## src/rtl/parity_frame_pkg.sv

```systemverilog
// Shared types and constants for the parity frame controller.
// Optional start/stop framing is enabled by defining PARITY_FRAME_START_STOP_EN.
package parity_frame_pkg;

  typedef enum logic [2:0] {
    IDLE,
    SHIFT,
    PARITY,
    START,
    STOP
  } state_t;

  localparam bit EVEN = 1'b0;
  localparam bit ODD  = 1'b1;

  // Bit counter must be able to hold DATA_W itself.
  function automatic int cnt_width(input int data_w);
    return $clog2(data_w + 1);
  endfunction

endpackage

```

## src/rtl/parity_acc.sv

```systemverilog
// 1-bit serial parity accumulator: XOR-toggles on every enabled bit.
module parity_acc (
  input  logic clk,
  input  logic reset,
  input  logic clr,
  input  logic en,
  input  logic bit_in,
  output logic par
);

  // NOTE: sequential state is updated with non-blocking assignments only, so
  // every register samples pre-edge values regardless of block ordering.
  always_ff @(posedge clk) begin
    if (reset || clr) par <= 1'b0;
    else if (en)      par <= par ^ bit_in;
  end

endmodule

```

## src/rtl/parity_frame_ctrl.sv

```systemverilog
// Serializes one parallel word per frame LSB-first and appends a parity bit.
// Define PARITY_FRAME_START_STOP_EN to wrap each frame in a 0 start and 1 stop bit.
module parity_frame_ctrl
  import parity_frame_pkg::*;
#(
  parameter int DATA_W     = 8,
  parameter bit ODD_PARITY = EVEN
) (
  input  logic              clk,
  input  logic              reset,
  input  logic              in_valid,
  input  logic [DATA_W-1:0] in_data,
  output logic              in_ready,
  output logic              tx_valid,
  output logic              tx_bit,
  output logic              tx_last,
  input  logic              tx_ready,
  output logic              busy,
  output logic              frame_done
);

  localparam int CNT_W = cnt_width(DATA_W);

  state_t            state, state_nxt;
  logic [DATA_W-1:0] shreg;
  logic [CNT_W-1:0]  cnt;
  logic              idle_ready;
  logic              load, shift, done_nxt;
  logic              acc_par;
  logic              tx_fire;

  assign in_ready = idle_ready & ~reset;
  assign load     = in_valid & in_ready;
  assign tx_fire  = tx_valid & tx_ready;

  parity_acc u_acc (
    .clk    (clk),
    .reset  (reset),
    .clr    (load),
    .en     (shift),
    .bit_in (shreg[0]),
    .par    (acc_par)
  );

  // NOTE: every output of this block gets a default before the case, so no
  // path leaves a signal unassigned and no latch is inferred.
  always_comb begin
    state_nxt  = state;
    idle_ready = 1'b0;
    tx_valid   = 1'b0;
    tx_bit     = 1'b0;
    tx_last    = 1'b0;
    busy       = 1'b1;
    shift      = 1'b0;
    done_nxt   = 1'b0;
    case (state)
      IDLE: begin
        idle_ready = 1'b1;
        busy       = 1'b0;
`ifdef PARITY_FRAME_START_STOP_EN
        if (load) state_nxt = START;
`else
        if (load) state_nxt = SHIFT;
`endif
      end
`ifdef PARITY_FRAME_START_STOP_EN
      START: begin
        tx_valid = 1'b1;
        if (tx_fire) state_nxt = SHIFT;
      end
`endif
      SHIFT: begin
        tx_valid = 1'b1;
        tx_bit   = shreg[0];
        shift    = tx_fire;
        if (tx_fire && cnt == CNT_W'(DATA_W - 1)) state_nxt = PARITY;
      end
      PARITY: begin
        tx_valid = 1'b1;
        tx_bit   = acc_par ^ (ODD_PARITY == ODD);
`ifdef PARITY_FRAME_START_STOP_EN
        if (tx_fire) state_nxt = STOP;
`else
        tx_last  = 1'b1;
        if (tx_fire) begin
          state_nxt = IDLE;
          done_nxt  = 1'b1;
        end
`endif
      end
`ifdef PARITY_FRAME_START_STOP_EN
      STOP: begin
        tx_valid = 1'b1;
        tx_bit   = 1'b1;
        tx_last  = 1'b1;
        if (tx_fire) begin
          state_nxt = IDLE;
          done_nxt  = 1'b1;
        end
      end
`endif
      default: begin
        state_nxt = IDLE;
        busy      = 1'b0;
      end
    endcase
  end

  always_ff @(posedge clk) begin
    if (reset) begin
      state      <= IDLE;
      shreg      <= '0;
      cnt        <= '0;
      frame_done <= 1'b0;
    end else begin
      state      <= state_nxt;
      frame_done <= done_nxt;
      if (load) begin
        shreg <= in_data;
        cnt   <= '0;
      end else if (shift) begin
        shreg <= shreg >> 1;
        cnt   <= cnt + 1'b1;
      end
    end
  end

endmodule

```

## config.mk

```make
export PLATFORM = sky130hd
export DESIGN_NAME = parity_frame_ctrl
export DESIGN_NICKNAME = d
export VERILOG_FILES = /design/src/rtl/parity_frame_pkg.sv /design/src/rtl/parity_acc.sv /design/src/rtl/parity_frame_ctrl.sv
export SDC_FILE = /design/constraint.sdc
export NUM_CORES = 1
export LEC_CHECK = 0
export CAP_MARGIN = 15
export CORE_UTILIZATION = 48
export DETAILED_ROUTE_END_ITERATION = 8
export GPL_ROUTABILITY_DRIVEN = 0
export HOLD_SLACK_MARGIN = 0.05
export PLACE_DENSITY_LB_ADDON = 0.2
export SLEW_MARGIN = 40
export SYNTH_ARGS = -nofsm -noshare
export SYNTH_HDL_FRONTEND = slang
export SYNTH_SLANG_ARGS = --single-unit
```

## constraint.sdc

```tcl
create_clock -name clk -period 1.9 [get_ports clk]
set_input_delay 0.57 -clock clk [delete_from_list [all_inputs] [get_ports clk]]
set_output_delay 0.57 -clock clk [all_outputs]
set_load 0.03 [all_outputs]
```

==> impl_metrics.ini <==
[worst_setup_path]
path_cells = inv_2 -> buf_6 -> ha_4 -> nor2b_4 -> buf_6
critPathMaxFanout = 4
crit_buf_inv = 3
arrival_ns = 1.31
critical_path_class = flop to primary output
slowest_delay_ns = 0.34
rrSetupSlack_ns = 0.26
slowest_stage = dfxtp_2
cp-start-kind = flop
crit_family = flip-flops
cp-end-kind = primary output
required_ns = 1.33
critPathMostFrequentCell = buf_6

[place]
port_buffers = 17
place_ws_ns = -0.0128
place_hpwl_mm = 1.19
placed_area_um2 = 1020
dp.cells = 123

[clock_network]
cts_tree = done
clk-insertion-delay-late_ns = 0.28
cts_buffer_depth = 2
hold_buffers = 0
cts_max_level = 1
cts_root_buffer = clkbuf_4
cts_sinks = 16
clk_pin_slew_ns = 0.09
cts_made_buffers = 3

[global_routing]
grt_max_degree = 16
track_usage = 0.180
grt_pass1_wl_mm = 2.46
grt_antenna_before_repair = 0
grt_pass1_vias = 579
gr-total-overflow = 0

[detailed_routing]
viasPerCell = 5.41
routed_wl_mm = 1.57
detail-route-antenna-nets = 0
route.detailed.drc = 0
drt-pass1-iter-count = 4
vias = 687
wire_per_inst_um = 12.4
dr.first_iter.drc_count = 14

[floorplan]
rows = 14
fp.dieW_um = 42.8
dieArea_um2 = 1830
initial_core_util = 0.525
pin_count = 18
die_h_um = 42.8
core-area_um2 = 1520

[power]
peakVddDrop_v = 0.000989
leakagePower_nw = 0.490
p_per_area_nw_per_um2 = 1130

[layout]
final_common_cell = dfxtp_1
fin_nets = 130
final_util = 0.714
fill_cells = 126
final_cell_mix = dfxtp_1, buf_4, clkdlybuf4s50_1
multi_input_area_um2 = 463
areaGrowthSynthToFinish_pct = 36.1
seqCellArea_um2 = 323
fin_area_um2 = 1090
n_antenna_cell = 0
drive_gt1_frac = 0.243
fin_cells = 127

[synthesis]
async_reset_ff_frac = 0
syn-num-nets = 103
yosysWarnings = 0
synth-main-ff-cell = dfxtp_1
ys_seq_elements = 16
netlist_area_um2 = 800
synth_cells = 86
yosysSeqAreaShare = 0.401
synth.avg_cell_area_um2 = 9.30
synth-edff-count = 0
synth.distinct_cells = 26

[sta]
worst_slack_ns = 0.0173
tightest_slew_ns = 0.348
period_share = 0.991
hold_viol_final = 0
rsz0062_at_grt = true
relSlewSlack = 0.768
fin_skew_ns = 0.00329
maxSlewViolCount = 0
finalCriticalPeriod_ns = 1.88
finalHoldWorstSlack_ns = 0.472
max_freq_ghz = 0.531
setup_violations = 0

[worst_hold_path]
min_path_type = flop to flop

[status]
outcome = completed

[job]
drv_cap = 0
-- Yosys cell counts (all sizes together), types with 2 or more instances --
master / instances / area [µm²]
dfxtp: 16 / 320
a21oi: 9 / 45.0
mux2i: 9 / 90.1
o21ai: 8 / 40.0
ha: 5 / 62.6
buf: 4 / 27.5
inv: 4 / 15.0
nand2: 4 / 15.0
nor2: 4 / 15.0
nand3: 3 / 20.0
nand4: 3 / 18.8
xor2: 3 / 26.3
nand3b: 2 / 15.0
nor2b: 2 / 12.5
-- timing repair --
item,CTS,global route
resized for setup,6,8
endpoints found under the setup margin,3,4
buffers inserted,0,2
pin swaps,1,2
-- tightest hold or removal path: stages (launching register included) --
cell	delay (ns)
dfxtp_1	0.32
nand3_1	0.06
a21oi_1	0.06
-- routing by layer --
layer | wire length [µm] | up-vias | track usage
met5 | 0 | - | 0
met4 | 0 | 0 | 0.0375
met3 | 63 | 0 | 0.0766
met2 | 775 | 12 | 0.300
met1 | 733 | 313 | 0.213
li1 | - | 362 | -
-- where the power goes --
part	internal (mW)	switching, mW
Combinational	0.322	0.324
Sequential	0.383	0.0277
Clock	0.0736	0.0995
-- cells by family after synthesis --
| kind of cell | count (synthesis) | synth area share |
|---|---|---|
| compound gates | 23 | 0.171 |
| simple gates | 21 | 0.147 |
| flops | 16 | 0.401 |
| buf+inv | 9 | 0.0579 |
| mux | 9 | 0.113 |
| fa+ha+maj | 5 | 0.0782 |
| xor+xnor | 3 | 0.0329 |
-- sequential cells by signal (all words and copies together) (netlist names) --
register,count
cnt,4
frame_done,1
shreg,8
state,2
u_acc.par,1
-- worst paths after layout --
path,to,depth (start not counted),start
hold / removal,shreg[7]$_SDFFE_PP0P_,2,shreg[7]$_SDFFE_PP0P_
hold reg to reg,shreg[7]$_SDFFE_PP0P_,2,shreg[7]$_SDFFE_PP0P_
setup reg to reg,state[1]$_SDFFE_PP0P_,8,state[0]$_SDFFE_PP0P_
setup / recovery,tx_bit,5,state[0]$_SDFFE_PP0P_
-- cell type report --
type | instances | area share
clock buffers | 3 | 0.0207
inverters | 4 | 0.0138
multi-input cells | 61 | 0.425
flip-flops and latches | 16 | 0.297
well taps | 16 | 0.0184
repair buffers | 27 | 0.225
-- per-stage QoR --
| stage | setup TNS [ns] | power, mW |
|---|---|---|
| after floorplan | 0 | 0.804 |
| after global placement | 0 | 0.963 |
| after detailed placement | -0.0128 | 0.977 |
| after CTS | -0.0661 | 1.16 |
| after global routing | -0.0425 | 1.31 |
| final | 0 | 1.23 |
Note: power is estimated with default switching activity, not from simulation.
